`src/rtl/robot_motion_ctrl_if.sv`:
```
`default_nettype none
// ============================================================================
//  Module   : robot_motion_ctrl_if
//  Purpose  : Command/sensor inputs and status outputs of robot_motion_ctrl.
//  Revision : 1.0  initial release
// ============================================================================
interface robot_motion_ctrl_if;
    logic       move_fwd;
    logic       move_bwd;
    logic       turn_left;
    logic       turn_right;
    logic       obstacle;
    logic       error;
    logic       recover;
    logic [3:0] state;
    logic       moving;
    logic       fault;
    logic [3:0] retry_cnt;

    // master drives commands and sensors; slave is the controller itself
    modport master (
        output move_fwd, move_bwd, turn_left, turn_right, obstacle, error, recover,
        input  state, moving, fault, retry_cnt
    );

    modport slave (
        input  move_fwd, move_bwd, turn_left, turn_right, obstacle, error, recover,
        output state, moving, fault, retry_cnt
    );
endinterface
`default_nettype wire

```
`src/rtl/robot_motion_ctrl.sv`:
```
`default_nettype none
// ============================================================================
//  Module   : robot_motion_ctrl
//  Purpose  : Motion state machine with obstacle debounce, direction dwell,
//             timed recovery with retry limit, and optional command watchdog
//             (enabled by defining ROBOT_FSM_WDOG_EN).
//  Revision : 1.0  initial release
// ============================================================================
module robot_motion_ctrl #(
    parameter int unsigned DWELL_CYCLES   = 4,
    parameter int unsigned DEB_CYCLES     = 3,
    parameter int unsigned RECOVER_CYCLES = 8,
    parameter int unsigned MAX_RETRY      = 3,
    parameter int unsigned WDOG_CYCLES    = 16
) (
    input  wire logic          clk,
    input  wire logic          rst,
    robot_motion_ctrl_if.slave bus
);

    typedef enum logic [3:0] {
        ST_IDLE     = 4'd0,
        ST_FORWARD  = 4'd1,
        ST_BACKWARD = 4'd2,
        ST_LEFT     = 4'd3,
        ST_RIGHT    = 4'd4,
        ST_STOP     = 4'd5,
        ST_ERROR    = 4'd6,
        ST_RECOVER  = 4'd7,
        ST_FAULT    = 4'd8
    } state_t;

    localparam logic [7:0] c_dwell_load = 8'(DWELL_CYCLES - 1);
    localparam logic [7:0] c_deb_sat    = 8'(DEB_CYCLES);
    localparam logic [7:0] c_deb_hit    = 8'(DEB_CYCLES - 1);
    localparam logic [7:0] c_rec_load   = 8'(RECOVER_CYCLES - 1);
    localparam logic [3:0] c_max_retry  = 4'(MAX_RETRY);

    if ((DWELL_CYCLES < 1) || (DWELL_CYCLES > 255) || (DEB_CYCLES < 1) ||
        (DEB_CYCLES > 255) || (RECOVER_CYCLES < 1) || (RECOVER_CYCLES > 255) ||
        (MAX_RETRY < 1) || (MAX_RETRY > 15) || (WDOG_CYCLES < 1) ||
        (WDOG_CYCLES > 65535)) begin : g_param_check
        $error("robot_motion_ctrl: parameter out of legal range");
    end

    state_t     r_state;
    state_t     w_next;
    state_t     w_req_dir;
    logic       w_req_valid;
    logic [7:0] r_deb_cnt;
    logic [7:0] r_dwell;
    logic [7:0] r_rec_tmr;
    logic [3:0] r_retry;
    logic [3:0] w_retry_next;
    logic       w_obs_hit;
    logic       w_motion;
    logic       w_next_motion;
    logic       w_wdog_expire;

    assign w_obs_hit     = bus.obstacle && (r_deb_cnt >= c_deb_hit);
    assign w_motion      = (r_state == ST_FORWARD) || (r_state == ST_BACKWARD) ||
                           (r_state == ST_LEFT)    || (r_state == ST_RIGHT);
    assign w_next_motion = (w_next == ST_FORWARD) || (w_next == ST_BACKWARD) ||
                           (w_next == ST_LEFT)    || (w_next == ST_RIGHT);

    always_comb begin
        w_req_dir   = ST_IDLE;
        w_req_valid = 1'b1;
        if (bus.move_fwd)        w_req_dir = ST_FORWARD;
        else if (bus.move_bwd)   w_req_dir = ST_BACKWARD;
        else if (bus.turn_left)  w_req_dir = ST_LEFT;
        else if (bus.turn_right) w_req_dir = ST_RIGHT;
        else                     w_req_valid = 1'b0;
    end

`ifdef ROBOT_FSM_WDOG_EN
    localparam logic [15:0] c_wdog_last = 16'(WDOG_CYCLES - 1);
    logic [15:0] r_wdog_cnt;

    // expiry fires on the WDOG_CYCLES-th consecutive command-free motion cycle
    assign w_wdog_expire = w_motion && !w_req_valid && (r_wdog_cnt == c_wdog_last);

    always_ff @(posedge clk or posedge rst) begin
        if (rst) begin
            r_wdog_cnt <= 16'd0;
        end else if (!w_motion || w_req_valid || (w_next != r_state)) begin
            r_wdog_cnt <= 16'd0;
        end else begin
            r_wdog_cnt <= r_wdog_cnt + 16'd1;
        end
    end
`else
    assign w_wdog_expire = 1'b0;
`endif

    always_comb begin
        w_next       = r_state;
        w_retry_next = r_retry;
        case (r_state)
            ST_IDLE, ST_FORWARD, ST_BACKWARD, ST_LEFT, ST_RIGHT: begin
                if (bus.error)          w_next = ST_ERROR;
                else if (w_obs_hit)     w_next = ST_STOP;
                else if (w_wdog_expire) w_next = ST_IDLE;
                else if (w_req_valid && ((r_state == ST_IDLE) || (r_dwell == 8'd0)))
                    w_next = w_req_dir;
            end
            ST_STOP: begin
                if (bus.error)                          w_next = ST_ERROR;
                else if (bus.recover)                   w_next = ST_RECOVER;
                else if (!bus.obstacle && w_req_valid)  w_next = w_req_dir;
            end
            ST_ERROR: begin
                if (bus.recover) w_next = ST_RECOVER;
            end
            ST_RECOVER: begin
                if (bus.error) begin
                    w_retry_next = r_retry + 4'd1;
                    w_next       = (w_retry_next == c_max_retry) ? ST_FAULT : ST_ERROR;
                end else if (r_rec_tmr == 8'd0) begin
                    if (!bus.obstacle) begin
                        w_next       = ST_IDLE;
                        w_retry_next = 4'd0;
                    end else begin
                        w_next = ST_STOP;
                    end
                end
            end
            ST_FAULT: w_next = ST_FAULT;
            default:  w_next = ST_IDLE;
        endcase
    end

    always_ff @(posedge clk or posedge rst) begin
        if (rst) begin
            r_state <= ST_IDLE;
            r_retry <= 4'd0;
        end else begin
            r_state <= w_next;
            r_retry <= w_retry_next;
        end
    end

    always_ff @(posedge clk or posedge rst) begin
        if (rst) begin
            r_deb_cnt <= 8'd0;
            r_dwell   <= 8'd0;
            r_rec_tmr <= 8'd0;
        end else begin
            if (!bus.obstacle)
                r_deb_cnt <= 8'd0;
            else if (r_deb_cnt < c_deb_sat)
                r_deb_cnt <= r_deb_cnt + 8'd1;

            if ((w_next != r_state) && w_next_motion)
                r_dwell <= c_dwell_load;
            else if (r_dwell != 8'd0)
                r_dwell <= r_dwell - 8'd1;

            if ((w_next == ST_RECOVER) && (r_state != ST_RECOVER))
                r_rec_tmr <= c_rec_load;
            else if ((r_state == ST_RECOVER) && (r_rec_tmr != 8'd0))
                r_rec_tmr <= r_rec_tmr - 8'd1;
        end
    end

    assign bus.state     = r_state;
    assign bus.moving    = w_motion;
    assign bus.fault     = (r_state == ST_FAULT);
    assign bus.retry_cnt = r_retry;

endmodule
`default_nettype wire

```
`src/flat_wrapper.sv`:
```
// flat-port wrapper written by rule: the top's interface ports become plain ports
module robot_motion_ctrl_flat 
#(
    parameter int unsigned DWELL_CYCLES   = 4,
    parameter int unsigned DEB_CYCLES     = 3,
    parameter int unsigned RECOVER_CYCLES = 8,
    parameter int unsigned MAX_RETRY      = 3,
    parameter int unsigned WDOG_CYCLES    = 16
)
  (clk, rst, bus_move_fwd, bus_move_bwd, bus_turn_left, bus_turn_right, bus_obstacle, bus_error, bus_recover, bus_state, bus_moving, bus_fault, bus_retry_cnt);
  robot_motion_ctrl_if bus_i ();
  input  wire logic clk;
  input  wire logic rst;
  input wire logic [$bits(bus_i.move_fwd)-1:0] bus_move_fwd;
  input wire logic [$bits(bus_i.move_bwd)-1:0] bus_move_bwd;
  input wire logic [$bits(bus_i.turn_left)-1:0] bus_turn_left;
  input wire logic [$bits(bus_i.turn_right)-1:0] bus_turn_right;
  input wire logic [$bits(bus_i.obstacle)-1:0] bus_obstacle;
  input wire logic [$bits(bus_i.error)-1:0] bus_error;
  input wire logic [$bits(bus_i.recover)-1:0] bus_recover;
  output wire logic [$bits(bus_i.state)-1:0] bus_state;
  output wire logic [$bits(bus_i.moving)-1:0] bus_moving;
  output wire logic [$bits(bus_i.fault)-1:0] bus_fault;
  output wire logic [$bits(bus_i.retry_cnt)-1:0] bus_retry_cnt;
  assign bus_i.move_fwd = bus_move_fwd;
  assign bus_i.move_bwd = bus_move_bwd;
  assign bus_i.turn_left = bus_turn_left;
  assign bus_i.turn_right = bus_turn_right;
  assign bus_i.obstacle = bus_obstacle;
  assign bus_i.error = bus_error;
  assign bus_i.recover = bus_recover;
  assign bus_state = bus_i.state;
  assign bus_moving = bus_i.moving;
  assign bus_fault = bus_i.fault;
  assign bus_retry_cnt = bus_i.retry_cnt;
  robot_motion_ctrl #(.DWELL_CYCLES(DWELL_CYCLES), .DEB_CYCLES(DEB_CYCLES), .RECOVER_CYCLES(RECOVER_CYCLES), .MAX_RETRY(MAX_RETRY), .WDOG_CYCLES(WDOG_CYCLES)) u_core (.clk(clk), .rst(rst), .bus(bus_i));
endmodule
```
`config.mk`:
```
export PLATFORM = sky130hd
export DESIGN_NAME = robot_motion_ctrl_flat
export DESIGN_NICKNAME = d
export VERILOG_FILES = /design/src/rtl/robot_motion_ctrl_if.sv /design/src/rtl/robot_motion_ctrl.sv /design/src/flat_wrapper.sv
export SDC_FILE = /design/constraint.sdc
export NUM_CORES = 1
export LEC_CHECK = 0
export ABC_CLOCK_PERIOD_IN_PS = 7550
export CAP_MARGIN = 20
export CORE_AREA = 10 10 75 77
export DETAILED_ROUTE_END_ITERATION = 8
export DIE_AREA = 0 0 85 87
export DONT_BUFFER_PORTS = 1
export GPL_ROUTABILITY_DRIVEN = 0
export PLACE_DENSITY = 0.69
export SYNTH_ARGS = -nofsm -noshare
export SYNTH_HDL_FRONTEND = slang
export SYNTH_SLANG_ARGS = --single-unit
```
`constraint.sdc`:
```
create_clock -name clk -period 7.55 [get_ports clk]
set_clock_uncertainty 0.05 [all_clocks]
set_input_delay 1.8875 -clock clk [delete_from_list [all_inputs] [get_ports clk]]
set_output_delay 1.8875 -clock clk [all_outputs]
set_load 0.01 [all_outputs]
```
Word-level counts from Yosys, hierarchy flattened --
Index checks and enable logic that the tools add are counted.
Storage, ports and cells: flip-flop bits (word level) 32, word-level logic and storage cells 82
Cells by class: mux-type cells 29, equal/unequal tests 18, add/sub/neg operators 4, order comparisons 2, reductions and logical operators 24
Operator list (count):
- 4-bit two-way mux | 16
- 8-bit two-way mux | 6
- 4-bit by 3-bit equality test with 1-bit output (second input constant) | 6
- 4-bit by 2-bit equality test with 1-bit output (second input constant) | 5
- 4-bit one-hot mux with 5 select lines | 1
- 8-bit logical NOT | 2
- 8-bit nonzero test | 2
- 8-bit by 1-bit subtractor with 8-bit output (second input constant) | 2
- 8-bit by 1-bit adder with 8-bit output (second input constant) | 1
- 4-bit by 1-bit equality test with 1-bit output (second input constant) | 2
- 8-bit by 2-bit >= comparator with 1-bit output (second input constant) | 1
- 8-bit by 2-bit less-than comparator with 1-bit output (second input constant) | 1
- 1-bit logical OR | 7
- 1-bit logical AND | 6
- 3-bit two-way mux | 2
- 2-bit nonzero test | 3
- 5-bit OR reduction | 1
- 4-bit by 1-bit adder with 4-bit output (second input constant) | 1
- 4-bit equality test (second input constant) | 1
- 4-bit logical NOT | 1
- 1-bit two-way mux | 4
- 2-bit by 1-bit != test with 1-bit output (second input constant) | 2
- 4-bit by 3-bit != test with 1-bit output (second input constant) | 1
- 4-bit != test | 1
- 2 further kinds | 2

Longest topological paths before layout --
Gate-level depths: netlist (run 1).
word-level depth 15, mapped depth 11, mapped depth without buffers 9

Worst setup path after synthesis (run 1) --
No wires, ideal clock.
kind input to register, from input port bus_obstacle, to register u_core.r_dwell[0], cell stages on the path 8, arrival 3.569 ns, setup time 0.131 ns, path buffers 1, slack 3.800 ns, cell sequence clkbuf_1 -> inv_1 -> o21a_1 -> o311a_1 -> nor3_2 -> xnor2_1 -> o211a_4 -> or3_1
Between the ends: longest elaborated chain between the ends 12, elaborated cells between the ends (all ways) 23, those cells by class eq/ne: 5; mux: 10; reduce/logical: 8
Ends and longest elaborated chain:
- start, declared | RTL line flat_wrapper.sv:18 | input wire logic [$bits(bus_i.obstacle)-1:0] bus_obstacle;
- 1-bit logical NOT | RTL line robot_motion_ctrl.sv:110 | else if (!bus.obstacle && w_req_valid) w_next = w_req_dir;
- 1-bit logical AND | RTL line robot_motion_ctrl.sv:110
- 4-bit two-way mux | RTL line robot_motion_ctrl.sv:110
- 4-bit two-way mux | RTL line robot_motion_ctrl.sv:109 | else if (bus.recover) w_next = ST_RECOVER;
- 4-bit two-way mux | RTL line robot_motion_ctrl.sv:108 | if (bus.error) w_next = ST_ERROR;
- 4-bit one-hot mux with 5 select lines (*) | RTL line robot_motion_ctrl.sv:99 | case (r_state)
- 4-bit by 1-bit equality test with 1-bit output / 4-bit by 2-bit equality test with 1-bit output (equally long branches) | RTL line robot_motion_ctrl.sv:63 | assign w_next_motion = (w_next == ST_FORWARD) || (w_next == ST_BACKWARD) ||
- 1-bit logical OR (2 in series) | RTL line robot_motion_ctrl.sv:63
- 1-bit logical OR | RTL line robot_motion_ctrl.sv:64 | (w_next == ST_LEFT) || (w_next == ST_RIGHT);
- 1-bit logical AND (*) | RTL line robot_motion_ctrl.sv:154 | if ((w_next != r_state) && w_next_motion)
- 8-bit two-way mux / 2-bit nonzero test (equally long branches)
- end signal, assigned | RTL line robot_motion_ctrl.sv:155 | r_dwell <= c_dwell_load;
- end signal, assigned | RTL line robot_motion_ctrl.sv:157 | r_dwell <= r_dwell - 8'd1;
- end, declared | RTL line robot_motion_ctrl.sv:51 | logic [7:0] r_dwell;
Every way passes the cells marked *; elsewhere a longest branch is shown, timed or not. A chain may end at the register's enable or synchronous reset.

Worst setup path after layout (run 1) --
from register u_core.r_state[0] (netlist: u_core.bus.state[0]), to output port bus_fault
Between the ends: longest elaborated chain between the ends 1
Ends and longest elaborated chain:
- start, declared | RTL line robot_motion_ctrl.sv:46 | state_t r_state;
- start signal, assigned | RTL line robot_motion_ctrl.sv:138 | r_state <= w_next;
- 4-bit equality test | RTL line robot_motion_ctrl.sv:168 | assign bus.fault = (r_state == ST_FAULT);
- end, declared | RTL line flat_wrapper.sv:23 | output wire logic [$bits(bus_i.fault)-1:0] bus_fault;
Every way passes these cells.

==> metrics.txt, run 1 <==
outcome=complete, no violations; sequential share of power=38.8%; TritonCTS Buffers=5; die width=85 microns; critical path's top delay family=simple AND/OR/NAND/NOR gates; Tot GR Track Use=11.9%; first-pass GRT wire length=7.24 mm; number of remaining DRC errors=0; Total Nets Final=232; worst slack at placement=3.73 ns; post-route minimum period=3.58 ns; Detailed Routing Iterations Pass 1=4; via-per-instance ratio=5.64; Slew HR=49.0%; Slowest cell on crit path=nor4b_1; worst endpoint required time=5.61 ns; Worst Slack Setup Final=3.97 ns; Layout area overhead=6.11%; sw power=0.340 mW; Post-synth EDFFs=0; Die Y=87 microns; Syn Nets=233; H-tree depth=2; crit end category=primary output; post-synthesis sequential area ratio=39.9%; clock latency on the worst-skew pair=0.28 ns; 1st-iter DRT viols=66; Root Buffer=clkbuf_8; Achievable Freq=279 MHz; pin count of the biggest net entering global routing=33; ys flop type=dfrtp_1; Slew Viols, Final=0; P_leak=0.922 nW; CP Cell Sequence=nor4b_1; Post-CTS Resized=0; max cap viols=0; Sw Share=42.8%; Yosys warnings=0; internal power=0.454 mW; number of global-route vias before repair=1504; ranking of synthesized cells by area=dfrtp_1 40%, nor3_1 4.2%, ha_1 3.7%; flops & latches, synth=32; Max Fanout on Critical Path=15; number of buffers added on ports=0; crit path DAT=1.64 ns; worst path bufs/invs=0; cells after synthesis=218; total gr overflow=0; clock tree buffer depth=2; Worst VDD drop=0.220 mV; Startpoint Class=flop; die footprint=7400 sq um; share of cells above drive strength 1=9.17%; ys async rst share=100%; Post-DRT Antenna Nets=0; CTS tree=yes; hold-fix buffers at CTS=0; Yosys cell types=53; DRT Wirelength=4.10 mm; pwr dens=373 nW/um^2; Core Area=4230 sq um; CTS clk-pin slew, worst paths=0.07 ns; CP peak stage delay=0.76 ns; via count=1523; Tightest Hold Check Type=flop to flop; I/O pin cnt=19; setup violators final=0; RSZ-0062 raised after global routing=no; CTS sink count=32; Clock Power Share=17.3%; final core occ=50.3%; # diodes=0; final hold viol count=0; Synth Cell Area=2010 sq um; drt wl/cell=15.2 microns; Final period util=47.4%; Final TNS setup=0 ns; num rows=24; Syn Area/Cell=9.20 sq um; HPWL after DPL=3.02 mm; Worst Setup Path Type=flop to primary output; Post-CTS Repair Setup Buffers=0; leading area contributor after synthesis=dfrtp_1; antenna violations before repair=0; Comb pwr share=44.0%; area share of the largest cell type after synthesis=39.9%; Worst Tran Pin Value=0.755 ns; Starting Density=47.4%
## Yosys cell counts, types with 5 or more instances
cell	number
a21oi_1	6
and2_1	7
clkbuf_1	6
dfrtp_1	32
ha_1	6
inv_1	12
nand2_1	16
nand2b_1	8
nor2_1	20
nor3_1	17
o21a_1	5
o21ai_0	7
or3_1	5
xnor2_1	8
xor2_1	7
## logic make-up after synthesis
kind of cell / share of synthesized area (%)
AOI/OAI and AO/OA: 16.8
xor gates and xnor gates: 6.55
adders and majority gates: 3.74
buffers and inverters: 4.37
DFF: 39.9
muxes: 0.561
and+or+nand+nor: 28.0
## path summary, 6_finish.rpt
path | start | to | slack (ns) | depth (start not counted)
worst max-delay path | u_core.bus.state[0] | bus_fault | 3.97 | 1
worst min register to register | u_core.r_deb_cnt[5] | u_core.r_deb_cnt[5] | 0.44 | 1
max in group asynchronous | rst | u_core.r_dwell[7] | 5.63 | 2
min in group asynchronous | rst | u_core.r_rec_tmr[0] | 1.53 | 2
worst min-delay path | u_core.r_deb_cnt[5] | u_core.r_deb_cnt[5] | 0.44 | 1
worst max register to register | u_core.r_dwell[0] | u_core.r_dwell[0] | 4.43 | 9
## power by group through the flow
stage | logic (mW) | clock network, mW | registers, mW
global placement | 0.344 | 0 | 0.310
finish | 0.349 | 0.137 | 0.308
detailed placement | 0.351 | 0 | 0.312
floorplan | 0.319 | 0 | 0.276
global route | 0.400 | 0.147 | 0.320
CTS | 0.353 | 0.140 | 0.308
## layout by cell type (no fill, tap or decap), drive strengths merged, types with 2 or more instances in the layout
| cell type | instances |
|---|---|
| nor2 | 20 |
| and2 | 7 |
| xor2 | 7 |
| o21a | 5 |
| nor4 | 4 |
| nor4b | 2 |
| nand2 | 16 |
| o211ai | 2 |
| and3 | 2 |
| a2111oi | 3 |
| nor3 | 18 |
| clkbuf | 6 |
| ha | 6 |
| a31oi | 2 |
| nand3 | 4 |
| or3 | 6 |
| inv | 12 |
| nor2b | 3 |
| or4 | 3 |
| o21ai | 8 |
| xnor2 | 8 |
| clkinv | 2 |
| nand2b | 8 |
| a21oi | 7 |
| nand3b | 4 |
| dfrtp | 32 |
| nor3b | 3 |
## metrics by stage
step	cell area [sq um]	hold WS [ns]	power, mW	std cells
after floorplan	2010	0.409	0.595	218
after global placement	2040	0.424	0.654	262
after detailed placement	2040	0.428	0.663	262
after CTS	2130	0.445	0.801	270
after global routing	2130	0.455	0.867	270
final	2130	0.442	0.794	270
## cell type report
type	instances	area [sq um]
Multi-Input combinational cell	165	1120
Inverter	12	45.0
Sequential cell	32	801
Clock inverter	2	10.0
Timing Repair Buffer	1	7.51
Fill cell	402	2110
Clock buffer	6	82.6
Tap cell	52	65.1
## metal layers
metal / up-vias / global-route usage (%) / part of all wire, %
met1: 721 / 14.9 / 48
met4: 0 / 4.34 / 1.3
met2: 23 / 17.8 / 44
met5: - / 0 / 0
li1: 772 / - / -
met3: 7 / 4.68 / 6.6
## flip-flops by register name, indices dropped and copies added (netlist names)
name,count
u_core.bus.state,4
u_core.r_deb_cnt,8
u_core.r_dwell,8
u_core.r_rec_tmr,8
u_core.bus.retry_cnt,4
(Power assumes the default switching activity.)
==> run 2, diff against run 1 <==
- ABC_CLOCK_PERIOD_IN_PS: 7550 -> 3300
- clock period: 7.55 -> 3.3 ns (I/O delays scaled with it)
==> metrics.txt, run 2 (same netlist as run 1, synthesis figures left out) <==
Worst Slack Setup Final=0.208 ns (-3.76 ns); Slew Viols, Final=0 (unchanged); drt wl/cell=15.6 microns (+2.7%); Cell Area, Placed=2040 sq um (unchanged); final hold viol count=0 (unchanged); hold-fix buffers at CTS=0 (unchanged); crit end category=flop; Worst Setup Path Type=flop to flop; via count=1546 (+1.5%); Overall Power=1.88 mW (+140%); I/O pin cnt=19 (unchanged); Layout area overhead=6.86%; Post-CTS Resized=0 (unchanged); die width=85 microns (unchanged); pwr dens=878 nW/um^2 (+140%); crit path DAT=3.21 ns (+1.57 ns); Detailed Routing Iterations Pass 1=4 (unchanged); R2R cell count=9 (unchanged); Startpoint Class=flop; clock latency on the worst-skew pair=0.28 ns (about the same); Starting Density=47.4% (unchanged); DRT Wirelength=4.21 mm (+2.7%); total gr overflow=0 (unchanged); HPWL after DPL=3.05 mm (+1.1%); CTS tree=yes; Post-CTS Repair Setup Buffers=0 (unchanged); P_leak=0.926 nW (+0.46%); register area=801 sq um (unchanged); clock tree buffer depth=2 (unchanged); fillers=417 (+3.7%); pin count of the biggest net entering global routing=33 (unchanged); worst slack at placement=0.218 ns (-3.51 ns); hold path depth=1 (unchanged); Hold Slack=0.440 ns (-0.00164 ns); commonest non-fill, non-tap cell in the layout=dfrtp_1; H-tree depth=2 (unchanged); TritonCTS Buffers=5 (unchanged); RSZ-0062 raised after global routing=no; final core occ=50.6% (+0.35 points); Total Nets Final=232 (unchanged); number of global-route vias before repair=1486 (-1.2%); Worst VDD drop=0.410 mV (+86%); Root Buffer=clkbuf_8; post-route minimum period=3.09 ns; largest registers=u_core.r_deb_cnt (8), u_core.r_dwell (8), u_core.r_rec_tmr (8); Post-DRT Antenna Nets=0 (unchanged); CTS sink count=32 (unchanged); Achievable Freq=323 MHz; final std cells w/o fill=270 (unchanged); most frequent cells in the layout=32 x dfrtp_1, 20 x nor2_1, 17 x nor3_1; Final period util=93.7%; dpl cells=262 (unchanged); Tightest Hold Check Type=flop to flop; design area=2140 sq um (+0.71%); number of remaining DRC errors=0 (unchanged); via-per-instance ratio=5.73 (+1.5%); worst endpoint required time=3.41 ns (-2.20 ns); max cap viols=0 (unchanged); number of buffers added on ports=0 (unchanged); num rows=24 (unchanged); Tot GR Track Use=12.2% (+0.34 points); antenna violations before repair=0 (unchanged); outcome=complete, no violations; Max Fanout on Critical Path=9 (-6); Slew HR=47.9% (-1.0 points); area occupied by multi-input gates=1120 sq um (unchanged); Die Y=87 microns (unchanged); Core Area=4230 sq um (unchanged); first-pass GRT wire length=7.31 mm (+0.95%); 1st-iter DRT viols=107 (+62%); share of cells above drive strength 1=8.72% (-0.46 points); # diodes=0 (unchanged); setup violators final=0 (unchanged); Final TNS setup=0 ns (unchanged); CTS clk-pin slew, worst paths=0.07 ns (about the same); die footprint=7400 sq um (unchanged); Worst Tran Pin Value=0.770 ns (+0.0155 ns)
run 2: cell count changes in the layout (fill, tap and decap cells not counted), sizes merged:
cell    previous run  this run
bufinv             0         1
clkinv             2         1
run 2: area by class of cell:
class	instances	share of cell area, %
inverter	12	2.10
sequential	32	37.4
timing repair buffer	1	0.350
clock buffer	6	3.39
multi-input combinational	165	52.1
clock inverter	2	1.63
tap	52	3.04
run 2: worst paths after layout:
kind	from	to	slack, ns
worst max-delay path	u_core.r_dwell[0]	u_core.r_dwell[0]	0.21
worst min-delay path	u_core.r_deb_cnt[4]	u_core.r_deb_cnt[4]	0.44
worst max register to register	u_core.r_dwell[0]	u_core.r_dwell[0]	0.21
worst min register to register	u_core.r_deb_cnt[4]	u_core.r_deb_cnt[4]	0.44
max in group asynchronous	rst	u_core.r_rec_tmr[6]	2.44
min in group asynchronous	rst	u_core.r_rec_tmr[3]	0.46
run 2: power by group:
group | leakage [nW] | switching (mW) | internal (mW) | total [mW]
sequential | 0.413 | 0.190 | 0.513 | 0.703
combinational | 0.458 | 0.449 | 0.360 | 0.810
clock | 0.0552 | 0.146 | 0.224 | 0.370
total | 0.926 | 0.785 | 1.10 | 1.88
run 2: critical path, stage by stage, from the launching register on:
cell	delay (ns)
dfrtp_1	0.38
inv_1	0.09
ha_1	0.21
or3b_2	0.54
or2_1	0.39
a2111oi_4	0.39
nor3_2	0.13
xnor2_1	0.15
o211a_4	0.29
or3_1	0.37
run 2: per-layer routing:
metal,vias up,share of wire (%),GRT usage (%)
met3,8,7.8,4.40
met2,38,43,18.5
li1,774,-,-
met1,726,47,15.0
met4,0,1.6,5.84
met5,-,0,0
==> run 3, diff against run 2 <==
- PLACE_DENSITY: 0.69 -> unset
==> metrics.txt, run 3 (same netlist as run 1, synthesis figures left out) <==
number of buffers added on ports=0 (unchanged); area occupied by multi-input gates=1120 sq um (+0.11%); max cap viols=0 (unchanged); final core occ=51.4% (+0.83 points); Final period util=93.7% (about the same); # diodes=0 (unchanged); Slowest cell on crit path=or3b_2; Tightest Hold Check Type=flop to flop; Final TNS setup=0 ns (unchanged); Clock Power Share=21.2% (+1.6 points); CP Cell Sequence=inv_1 -> ha_1 -> or3b_2 -> or2_1 -> a2111oi_4 -> nor3_2 -> xnor2_1 -> o211a_4 -> or3_1; clock tree buffer depth=2 (unchanged); sequential share of power=35.4% (-1.9 points); Achievable Freq=324 MHz (about the same); CTS sink count=32 (unchanged); worst endpoint required time=3.41 ns (about the same); die footprint=7400 sq um (unchanged); outcome=complete, no violations; drt wl/cell=16.1 microns (+3.1%); critical path's top delay family=simple AND/OR/NAND/NOR gates; pwr dens=894 nW/um^2 (+1.8%); min-delay src=u_core.r_deb_cnt[6]; Slew Viols, Final=0 (unchanged); Worst Setup Path Type=flop to flop; hold path depth=1 (unchanged); Worst VDD drop=0.377 mV (-8.1%); Slew HR=53.0% (+5.1 points); Critical Path Stages=9 (unchanged); crit path DAT=3.20 ns (about the same); H-tree depth=2 (unchanged); R2R Path Start=u_core.r_dwell[0]; Total Nets Final=234 (+0.86%); total gr overflow=0 (unchanged); fillers=368 (-12%); Layout area overhead=8.61%; pin count of the biggest net entering global routing=33 (unchanged); largest registers=u_core.r_deb_cnt (8), u_core.r_dwell (8), u_core.r_rec_tmr (8); first-pass GRT wire length=7.49 mm (+2.4%); final std cells w/o fill=272 (+0.74%); Root Buffer=clkbuf_8; P_leak=0.946 nW (+2.1%); commonest non-fill, non-tap cell in the layout=dfrtp_1; most frequent cells in the layout=32 x dfrtp_1, 20 x nor2_1, 17 x nor3_1; via-per-instance ratio=5.80 (+1.3%); reg2reg setup slack=0.21 ns (about the same); Worst Tran Pin Value=0.695 ns (-0.0755 ns); dpl cells=264 (+0.76%); internal power=1.15 mW (+5.0%); Startpoint Class=flop; DRT Wirelength=4.37 mm (+3.8%); HPWL after DPL=3.22 mm (+5.8%); WHS Endpoint=u_core.r_deb_cnt[6]; Comb pwr share=43.5% (+0.5 points); sw power=0.794 mW (+1.2%); CTS clk-pin slew, worst paths=0.07 ns (about the same); I/O pin cnt=19 (unchanged); Overall Power=1.95 mW (+3.4%); worst path bufs/invs=1 (unchanged); TritonCTS Buffers=5 (unchanged); Die Y=87 microns (unchanged); post-route minimum period=3.09 ns (-0.000699 ns); antenna violations before repair=0 (unchanged); share of cells above drive strength 1=10.0% (+1.3 points); Post-CTS Repair Setup Buffers=0 (unchanged); crit end category=flop; CP peak stage delay=0.53 ns (about the same); Critical R2R Capture=u_core.r_dwell[0]; RSZ-0062 raised after global routing=no; Post-DRT Antenna Nets=0 (unchanged); Core Area=4230 sq um (unchanged); setup violators final=0 (unchanged); register area=801 sq um (unchanged); Tot GR Track Use=12.2% (+0.049 points); die width=85 microns (unchanged); Sw Share=40.8% (-0.90 points); CTS tree=yes; num rows=24 (unchanged); number of global-route vias before repair=1535 (+3.3%); final hold viol count=0 (unchanged); 1st-iter DRT viols=152 (+42%); R2R cell count=9 (unchanged); via count=1578 (+2.1%); number of remaining DRC errors=0 (unchanged); clock latency on the worst-skew pair=0.28 ns (about the same); Starting Density=47.4% (unchanged); Detailed Routing Iterations Pass 1=4 (unchanged); Max Fanout on Critical Path=9 (unchanged)
[run 3: cell types whose count changed in the layout (fill, tap and decap cells not counted), sizes merged]
cell / before / now
buf: 1 / 3
clkbuf: 6 / 7
clkinv: 1 / 0
[run 3: metrics by stage]
stage | cell area [sq um] | hold slack (ns) | setup slack, ns
after floorplan | 2010 | 0.409 | 0.453
after global placement | 2050 | 0.424 | 0.282
after detailed placement | 2050 | 0.429 | 0.243
after CTS | 2180 | 0.446 | 0.230
after global routing | 2180 | 0.462 | 0.0288
final | 2180 | 0.440 | 0.209
[run 3: worst max path at each step]
stage                      start                end
6_report       u_core.r_dwell[0]  u_core.r_dwell[0]
5_1_grt        u_core.r_dwell[0]  u_core.r_dwell[0]
3_3_place_gp   u_core.r_dwell[0]  u_core.r_dwell[0]
3_5_place_dp   u_core.r_dwell[0]  u_core.r_dwell[0]
4_1_cts        u_core.r_dwell[0]  u_core.r_dwell[0]
2_1_floorplan  u_core.r_dwell[0]  u_core.r_dwell[0]
[run 3: area by class of cell]
type / count / share of cell area [%]
sequential: 32 / 36.8
inverter: 12 / 2.07
clock inverter: 1 / 1.38
clock buffer: 7 / 4.42
timing repair buffer: 3 / 1.03
tap: 52 / 2.99
multi-input combinational: 165 / 51.3
[run 3: what timing repair did]
item                       in CTS  in global routing
hold buffers                    0                  0
setup endpoints to repair       0                  1
resized for setup               0                  1
[run 3: power groups by stage]
stage	logic [mW]	clock network (mW)	registers, mW
CTS	0.847	0.424	0.690
global placement	0.818	0	0.686
detailed placement	0.840	0	0.697
finish	0.846	0.412	0.688
floorplan	0.729	0	0.632
global route	0.954	0.445	0.711
[run 3: per-layer routing]
metal	vias to the layer above	GRT usage, %	part of all wire, %
li1	777	-	-
met1	752	13.7	44
met2	41	21.6	49
met3	8	3.84	4.8
met4	0	3.74	1.9
met5	-	0	0
